===== src/rtl/pipeline_ctrl_pkg.sv =====
// Shared IR field layout, opcode/aluop constants and multdiv FSM states for pipeline_ctrl.
package pipeline_ctrl_pkg;

    localparam logic [4:0] OP_RTYPE = 5'b00000;
    localparam logic [4:0] OP_LW    = 5'b01000;
    localparam logic [4:0] OP_SW    = 5'b00111;
    localparam logic [4:0] OP_BNE   = 5'b00010;
    localparam logic [4:0] OP_BLT   = 5'b00110;
    localparam logic [4:0] OP_JR    = 5'b00100;

    localparam logic [4:0] ALU_MUL  = 5'b00110;
    localparam logic [4:0] ALU_DIV  = 5'b00111;

    typedef struct packed {
        logic [4:0] opcode;  // [31:27]
        logic [4:0] rd;      // [26:22]
        logic [4:0] rs;      // [21:17]
        logic [4:0] rt;      // [16:12]
        logic [4:0] shamt;   // [11:7]
        logic [4:0] aluop;   // [6:2]
        logic [1:0] pad;     // [1:0]
    } ir_t;

    typedef enum logic [1:0] {
        IDLE,
        MD_BUSY,
        MD_DONE
    } md_state_e;

    function automatic logic is_muldiv(input ir_t ir);
        return (ir.opcode == OP_RTYPE) && ((ir.aluop == ALU_MUL) || (ir.aluop == ALU_DIV));
    endfunction

    // Instructions that use the rd field as a source operand.
    function automatic logic reads_rd(input ir_t ir);
        return (ir.opcode == OP_SW) || (ir.opcode == OP_BNE) ||
               (ir.opcode == OP_BLT) || (ir.opcode == OP_JR);
    endfunction

endpackage


===== src/rtl/pipeline_ctrl_md_sequencer.sv =====
// md_sequencer: IDLE/MD_BUSY/MD_DONE multdiv FSM with busy-cycle timeout and sticky error flag.
module md_sequencer
    import pipeline_ctrl_pkg::*;
#(
    parameter int unsigned MD_TIMEOUT = 40
) (
    input  logic clk,
    input  logic clr,
    input  logic md_req,
    input  logic md_ready,
    output logic md_start,
    output logic md_busy,
    output logic md_timeout
);

    localparam int unsigned CW = $clog2(MD_TIMEOUT + 1);
    localparam logic [CW-1:0] CNT_LAST = CW'(MD_TIMEOUT - 1);

    md_state_e     state, state_nxt;
    logic [CW-1:0] cnt, cnt_nxt;
    logic          timeout_set;

    always_ff @(posedge clk or posedge clr) begin
        if (clr) begin
            state      <= IDLE;
            cnt        <= '0;
            md_timeout <= 1'b0;
        end else begin
            state      <= state_nxt;
            cnt        <= cnt_nxt;
            md_timeout <= md_timeout | timeout_set;
        end
    end

    always_comb begin
        state_nxt   = state;
        cnt_nxt     = cnt;
        timeout_set = 1'b0;
        md_start    = 1'b0;
        unique case (state)
            // md_ready is not looked at here: the unit cannot answer in its start cycle
            IDLE: begin
                if (md_req) begin
                    md_start  = 1'b1;
                    cnt_nxt   = '0;
                    state_nxt = MD_BUSY;
                end
            end
            MD_BUSY: begin
                cnt_nxt = cnt + 1'b1;
                if (md_ready) begin
                    state_nxt = MD_DONE;
                end else if (cnt == CNT_LAST) begin
                    timeout_set = 1'b1;
                    state_nxt   = MD_DONE;
                end
            end
            MD_DONE: state_nxt = IDLE;
            default: state_nxt = IDLE;
        endcase
    end

    assign md_busy = (state == MD_BUSY);

endmodule


===== src/rtl/pipeline_ctrl.sv =====
// Pipeline latch control: load-use stalls, branch flushes and multdiv sequencing.
// Optional statistics counters are built when PIPE_STATS_EN is defined.
module pipeline_ctrl
    import pipeline_ctrl_pkg::*;
#(
    parameter int unsigned MD_TIMEOUT = 40,
    parameter int unsigned CNT_W      = 32
) (
    input  logic             clk,
    input  logic             clr,
    input  logic [31:0]      fd_ir,
    input  logic [31:0]      dx_ir,
    input  logic             branch_taken,
    input  logic             md_ready,
    output logic             pc_en,
    output logic             fd_en,
    output logic             dx_en,
    output logic             xm_en,
    output logic             mw_en,
    output logic             fd_clr,
    output logic             dx_clr,
    output logic             xm_clr,
    output logic             md_start,
    output logic             md_busy,
    output logic             md_timeout,
    output logic [CNT_W-1:0] stall_cnt,
    output logic [CNT_W-1:0] flush_cnt
);

    ir_t  fd, dx;
    logic load_use;
    logic seq_start, seq_busy;
    logic stall_ev, flush_ev;

    assign fd = ir_t'(fd_ir);
    assign dx = ir_t'(dx_ir);

    assign load_use = (dx.opcode == OP_LW) && (dx.rd != '0) &&
                      ((fd.rs == dx.rd) ||
                       ((fd.opcode == OP_RTYPE) && (fd.rt == dx.rd)) ||
                       (reads_rd(fd) && (fd.rd == dx.rd)));

    md_sequencer #(
        .MD_TIMEOUT (MD_TIMEOUT)
    ) u_md_seq (
        .clk        (clk),
        .clr        (clr),
        .md_req     (is_muldiv(dx)),
        .md_ready   (md_ready),
        .md_start   (seq_start),
        .md_busy    (seq_busy),
        .md_timeout (md_timeout)
    );

    assign md_start = seq_start & ~clr;
    assign md_busy  = seq_busy & ~clr;

    // Priority: reset > multdiv busy > branch flush > load-use bubble.
    always_comb begin
        pc_en    = 1'b1;
        fd_en    = 1'b1;
        dx_en    = 1'b1;
        xm_en    = 1'b1;
        mw_en    = 1'b1;
        fd_clr   = 1'b0;
        dx_clr   = 1'b0;
        xm_clr   = 1'b0;
        stall_ev = 1'b0;
        flush_ev = 1'b0;
        if (clr) begin
            pc_en  = 1'b0;
            fd_en  = 1'b0;
            dx_en  = 1'b0;
            xm_en  = 1'b0;
            mw_en  = 1'b0;
            fd_clr = 1'b1;
            dx_clr = 1'b1;
            xm_clr = 1'b1;
        end else if (seq_busy) begin
            pc_en    = 1'b0;
            fd_en    = 1'b0;
            dx_en    = 1'b0;
            xm_clr   = 1'b1;
            stall_ev = 1'b1;
        end else if (branch_taken) begin
            fd_clr   = 1'b1;
            dx_clr   = 1'b1;
            flush_ev = 1'b1;
        end else if (load_use) begin
            pc_en    = 1'b0;
            fd_en    = 1'b0;
            dx_clr   = 1'b1;
            stall_ev = 1'b1;
        end
    end

`ifdef PIPE_STATS_EN
    always_ff @(posedge clk or posedge clr) begin
        if (clr) begin
            stall_cnt <= '0;
            flush_cnt <= '0;
        end else begin
            if (stall_ev && (stall_cnt != '1)) stall_cnt <= stall_cnt + CNT_W'(1);
            if (flush_ev && (flush_cnt != '1)) flush_cnt <= flush_cnt + CNT_W'(1);
        end
    end
`else
    logic unused_stats;
    assign unused_stats = stall_ev ^ flush_ev;
    assign stall_cnt    = '0;
    assign flush_cnt    = '0;
`endif

    logic unused_ir;
    assign unused_ir = ^{fd.shamt, fd.aluop, fd.pad, dx.rs, dx.rt, dx.shamt, dx.pad};

endmodule

===== config.mk =====
export PLATFORM = sky130hd
export DESIGN_NAME = pipeline_ctrl
export DESIGN_NICKNAME = d
export VERILOG_FILES = /design/src/rtl/pipeline_ctrl_pkg.sv /design/src/rtl/pipeline_ctrl_md_sequencer.sv /design/src/rtl/pipeline_ctrl.sv
export SDC_FILE = /design/constraint.sdc
export NUM_CORES = 1
export LEC_CHECK = 0
export CAP_MARGIN = 20
export CORE_MARGIN = 2
export CORE_UTILIZATION = 30
export DETAILED_ROUTE_END_ITERATION = 10
export GPL_TIMING_DRIVEN = 0
export PLACE_DENSITY = 0.88
export SLEW_MARGIN = 40
export SYNTH_ARGS = -nofsm -noshare
export SYNTH_HDL_FRONTEND = slang
export SYNTH_SLANG_ARGS = --single-unit

===== constraint.sdc =====
create_clock -name clk -period 2.97 [get_ports clk]
set_input_delay 0.594 -clock clk [delete_from_list [all_inputs] [get_ports clk]]
set_output_delay 0.594 -clock clk [all_outputs]
set_load 0.05 [all_outputs]

; ---- After elaboration in Yosys (flattened, before gate mapping)
; Index checks and enable logic that the tools add are counted.
[op_classes]
addsub = 1
n_mul = 0
n_div = 0
magnitude_cmp = 0
eq_ne = 14
n_shift = 0
mux = 27
bitwise_logic = 4
reduce_logical = 18
[op_table]
columns = operator, count
row1 = "equality test 5 x 3 -> 1 bit, second input constant", 5
row2 = two-way mux 1 bit, 21
row3 = equality test 5 bit, 3
row4 = one-hot mux 6 bit (2 select lines), 1
row5 = zero test 5 bit, 2
row6 = "adder 6 x 1 -> 6 bit, second input constant", 1
row7 = "equality test 6 bit, second input constant", 1
row8 = logical OR 1 bit, 6
row9 = two-way mux 2 bit, 3
row10 = two-way mux 6 bit, 1
row11 = "equality test 5 x 2 -> 1 bit, second input constant", 1
row12 = "equality test 5 x 4 -> 1 bit, second input constant", 1
row13 = logical AND 1 bit, 5
row14 = nonzero test 5 bit, 1
row15 = one-hot mux 2 bit (2 select lines), 1
row16 = AND reduction 2 bit, 2
row17 = "inequality test 3 x 2 -> 1 bit, second input constant", 1
row18 = AND 1 bit, 2
row19 = "equality test 2 x 1 -> 1 bit, second input constant", 1
row20 = zero test 2 bit, 1
row21 = "inequality test 2 x 1 -> 1 bit, second input constant", 1
row22 = nonzero test 2 bit, 1
row23 = NOT 1 bit, 1
row24 = bitwise OR 1 bit, 1
[totals]
regBits = 9
latchBits = 0
ramBits = 0
mem_bits_ro = 0
inputBits = 68
output_inout_bits = 75
word_cells = 67
memories = 0

; ---- Depth between registers and ports, before layout
[depth]
word_depth = 11
depth_mapped = 6
mapped_depth_nobuf = 5

; ---- Modules after synthesis
; From an unflattened synthesis, not the netlist that was laid out.
[unflattened]
cells_unflattened = 147
area_unflattened_um2 = 1226.2
[by_module_without_submodules]
columns = module, n_inst, cells_each, area_per_inst_um2, seq_area_each_um2
row1 = pipeline_ctrl, 1, 109, 794.5, 0.0
row2 = md_sequencer, 1, 38, 431.7, 225.2

; ---- Worst setup path before layout
; No wires, ideal clock.
[synth_path]
kind = input-to-output
start = input port clr
end = output port pc_en
arrival_ns = 2.096
required_time_ns = 2.376
path_slack_ns = 0.280
path_stages = 4
n_path_buf = 1
path_cell_list = nor2_1 o21a_1 a31o_2 buf_4
[synth_via]
elab_chain_len = 1
[synth_lines]
columns = item, line
row1 = from (decl), pipeline_ctrl.sv:10  ; input logic clr,
row2 = two-way mux 1 bit, -
row3 = to (decl), pipeline_ctrl.sv:15  ; output logic pc_en,
; Every way passes these cells.

; ---- Worst setup path in the final report
[layout_path]
start = input port clr
end = output port xm_clr
[layout_via]
elab_chain_len = 1
[layout_lines]
columns = item, line
row1 = two-way mux 1 bit, pipeline_ctrl.sv:70  ; if (clr) begin
row2 = to (decl), pipeline_ctrl.sv:22  ; output logic xm_clr,
; Every way passes these cells.

==> impl_metrics.env <==
export IMPL_yosys_warnings=0
export IMPL_hold_viol_final=0
export IMPL_ir_drop_uv=174.4
export IMPL_finClkSkew_ns=0.0003236
export IMPL_syn_cell_area_sq_um=1237
export IMPL_nNetsFinal=340
export IMPL_worstPathMaxFanout=5
export IMPL_initialDrtViolationCount=41
export IMPL_slew_viol_final=0
export IMPL_final_layout_size_suffix_gt1_frac=0.3037
export IMPL_top_layer_used="met4"
export IMPL_r2r_start="u_md_seq.state[0]"
export IMPL_path_class="in2out"
export IMPL_maxSlewHeadroom=0.6006
export IMPL_maxCapViolations=0
export IMPL_startpoint_type="input pin"
export IMPL_numPortBuffers=48
export IMPL_finalPower_mw=0.7024
export IMPL_synth_seq_area_share=0.1820
export IMPL_clk_latency_ns=0.24
export IMPL_start_util=0.3116
export IMPL_outcome="finished, final reports clean"
export IMPL_rsz0062_at_grt="no"
export IMPL_root_buffer="clkbuf_8"
export IMPL_instances_no_fill=320
export IMPL_max_freq_mhz=349.8
export IMPL_h_tree_depth=1
export IMPL_fin_util=0.5221
export IMPL_placed_cells=315
export IMPL_gp_congestion=0.8339
export IMPL_fillers=373
export IMPL_grt_start_max_net_pins=13
export IMPL_antenna_found_initial=0
export IMPL_timing_hold_ws_ns=0.4543
export IMPL_period_minus_slack_ns=2.859
export IMPL_core_area_sq_um=3971
export IMPL_cts_tree="built"
export IMPL_wl_met3_microns=324
export IMPL_area_growth_pct=67.54
export IMPL_power_density_nw_per_um2=338.8
export IMPL_die_width_microns=68.23
export IMPL_met1_length_mm=1.009
export IMPL_r2r_end="u_md_seq.cnt[3]"
export IMPL_cts_buffers=3
export IMPL_clock_path_buffers=2
export IMPL_avgSynthCellArea_sq_um=8.035
export IMPL_post_dp_hpwl_mm=2.600
export IMPL_track_usage=0.1273
export IMPL_grt_pass1_vias=1038
export IMPL_placed_area_sq_um=2017
export IMPL_fp_dieH_microns=68.23
export IMPL_drc=0
export IMPL_drt_pass1_iterations=4
export IMPL_ios=143
export IMPL_endpoint="xm_clr"
export IMPL_hold_path_class="reg2reg"
export IMPL_grt_ovfl_total=0
export IMPL_pre_cts_ws_ns=-0.6214
export IMPL_period_share=0.9627
export IMPL_wl_per_cell_microns=9.144
export IMPL_ys_ff_latch=9
export IMPL_avgViaCountPerCell=3.656
export IMPL_antenna_cells=0
export IMPL_ctsHoldBuffers=0
export IMPL_detail_route_antenna_nets=0
export IMPL_via_count=1170
export IMPL_required_ns=2.38
export IMPL_floorplan_rows=23
export IMPL_ys_types=33
export IMPL_setup_ws_ns=0.1109
export IMPL_critPathCaptureType="output pin"
export IMPL_grt_pass1_wl_mm=4.429
export IMPL_wl_mm=2.926
export IMPL_die_area_sq_um=4655
export IMPL_cts_clk_slew_worst_paths_ns=0.04
export IMPL_syn_inst=154
export IMPL_r2r_slack_ns=1.47
export IMPL_crit_path_start="clr"
export IMPL_worst_r2r_cell_count=4
export IMPL_crit_arrival_ns=2.27
export IMPL_met2_wirelength_mm=1.560
export IMPL_final_area_sq_um=2073
export IMPL_worst_slew_pin_slew_ns=0.5908
export IMPL_cts_sinks=9
export IMPL_p_leak_nw=1.140
export IMPL_setup_viol=0
export IMPL_tns_ns=0
==> report_power, final <==
| group | switching [mW] | internal [mW] | leakage (nW) | total (mW) |
|---|---|---|---|---|
| Combinational | 0.262 | 0.141 | 1.00 | 0.403 |
| Clock | 0.0519 | 0.0938 | 0.0228 | 0.146 |
| Sequential | 0.0149 | 0.138 | 0.116 | 0.153 |
==> registers in the layout, indices dropped and copies added (netlist names) <==
| name | cells |
|---|---|
| u_md_seq.state | 2 |
| u_md_seq.md_timeout | 1 |
| u_md_seq.cnt | 6 |
==> kinds of logic (layout without fill, tap and decap cells) <==
logic type | Yosys count | after routing | synth area share
fa+ha+maj | 1 | 1 | 0.01011
mux | 1 | 1 | 0.008089
simple gates | 37 | 37 | 0.1638
flops | 9 | 9 | 0.1820
buf+inv | 70 | 123 | 0.4125
xor+xnor | 16 | 16 | 0.1133
other cells | 1 | 64 | 0.003030
compound gates | 19 | 19 | 0.1072
==> routing by layer <==
metal | vias to the layer above | track usage
met2 | 66 | 0.2464
met1 | 489 | 0.1366
met4 | 0 | 0.04500
met5 | - | 0
met3 | 2 | 0.02138
li1 | 613 | -
==> worst max-delay path, stage by stage <==
cell and delay (ns):
clkdlybuf4s50_1 0.62, nor2_1 0.16, inv_1 0.08, clkdlybuf4s50_1 0.80
==> worst min path at each step <==
stage	slack, ns	depth (start not counted)	start	to
after global routing	0.48	1	u_md_seq.md_timeout	u_md_seq.md_timeout
after global placement	0.45	1	u_md_seq.md_timeout	u_md_seq.md_timeout
after detailed placement	0.45	1	u_md_seq.md_timeout	u_md_seq.md_timeout
after CTS	0.46	1	u_md_seq.md_timeout	u_md_seq.md_timeout
final	0.45	1	u_md_seq.md_timeout	u_md_seq.md_timeout
after floorplan	0.47	1	u_md_seq.cnt[4]	u_md_seq.cnt[4]
==> cell usage in the layout (no fill, tap or decap), types with 3 or more instances in the layout <==
master           netlist  final
buf_4                 66     69
conb_1                 1     64
clkdlybuf4s50_1        0     34
nor2_1                13     13
dfrtp_1                9      9
xnor2_1                8      8
xor2_1                 8      8
nand2_1                7      7
o21ai_0                5      5
dlygate4sd2_1          0      5
dlymetal6s2s_1         0      5
nand3_1                3      3
inv_1                  4      3
clkbuf_8               0      3
==> timing repair <==
action,4_1_cts,5_1_grt
hold endpoints to repair,0,0
setup buffers,0,1
setup endpoints to repair,7,4
pin swaps,0,4
gates resized for setup,24,7
==> layout make-up <==
type                    count  area, sq um  share of cell area
flip-flops and latches      9        225.2              0.1086
repair buffers             49        481.7              0.2323
inverters                   4        18.77            0.009052
well taps                  50        62.56             0.03017
clock buffers               4        45.04             0.02173
plain buffers              66        495.5              0.2390
multi-input cells         138        744.5              0.3591
==> Yosys cell counts <==
master,number,area share
and4bb_2,1,0.010
or3_1,1,0.0051
and2b_2,1,0.0071
nand3_1,3,0.012
xnor2_1,8,0.057
dfrtp_1,9,0.18
ha_1,1,0.010
nor4_1,2,0.010
a21o_1,2,0.012
a31o_2,1,0.0071
inv_1,4,0.012
nor4b_1,1,0.0071
nand2b_1,1,0.0051
conb_1,1,0.0030
xor2_1,8,0.057
o31ai_1,2,0.012
a31oi_1,2,0.010
or4_1,1,0.0061
o21a_1,1,0.0061
a41oi_1,1,0.0071
o211ai_1,1,0.0061
a22o_2,1,0.0081
nor2b_1,1,0.0051
mux2i_1,1,0.0081
o21ai_0,5,0.020
a31oi_2,1,0.010
a21oi_1,2,0.0081
nand2_1,7,0.021
nor3_1,2,0.0081
nand4_1,2,0.010
nor2_1,13,0.039
buf_4,66,0.40
nor4_4,1,0.017
Power figures use the tool's default switching activity.
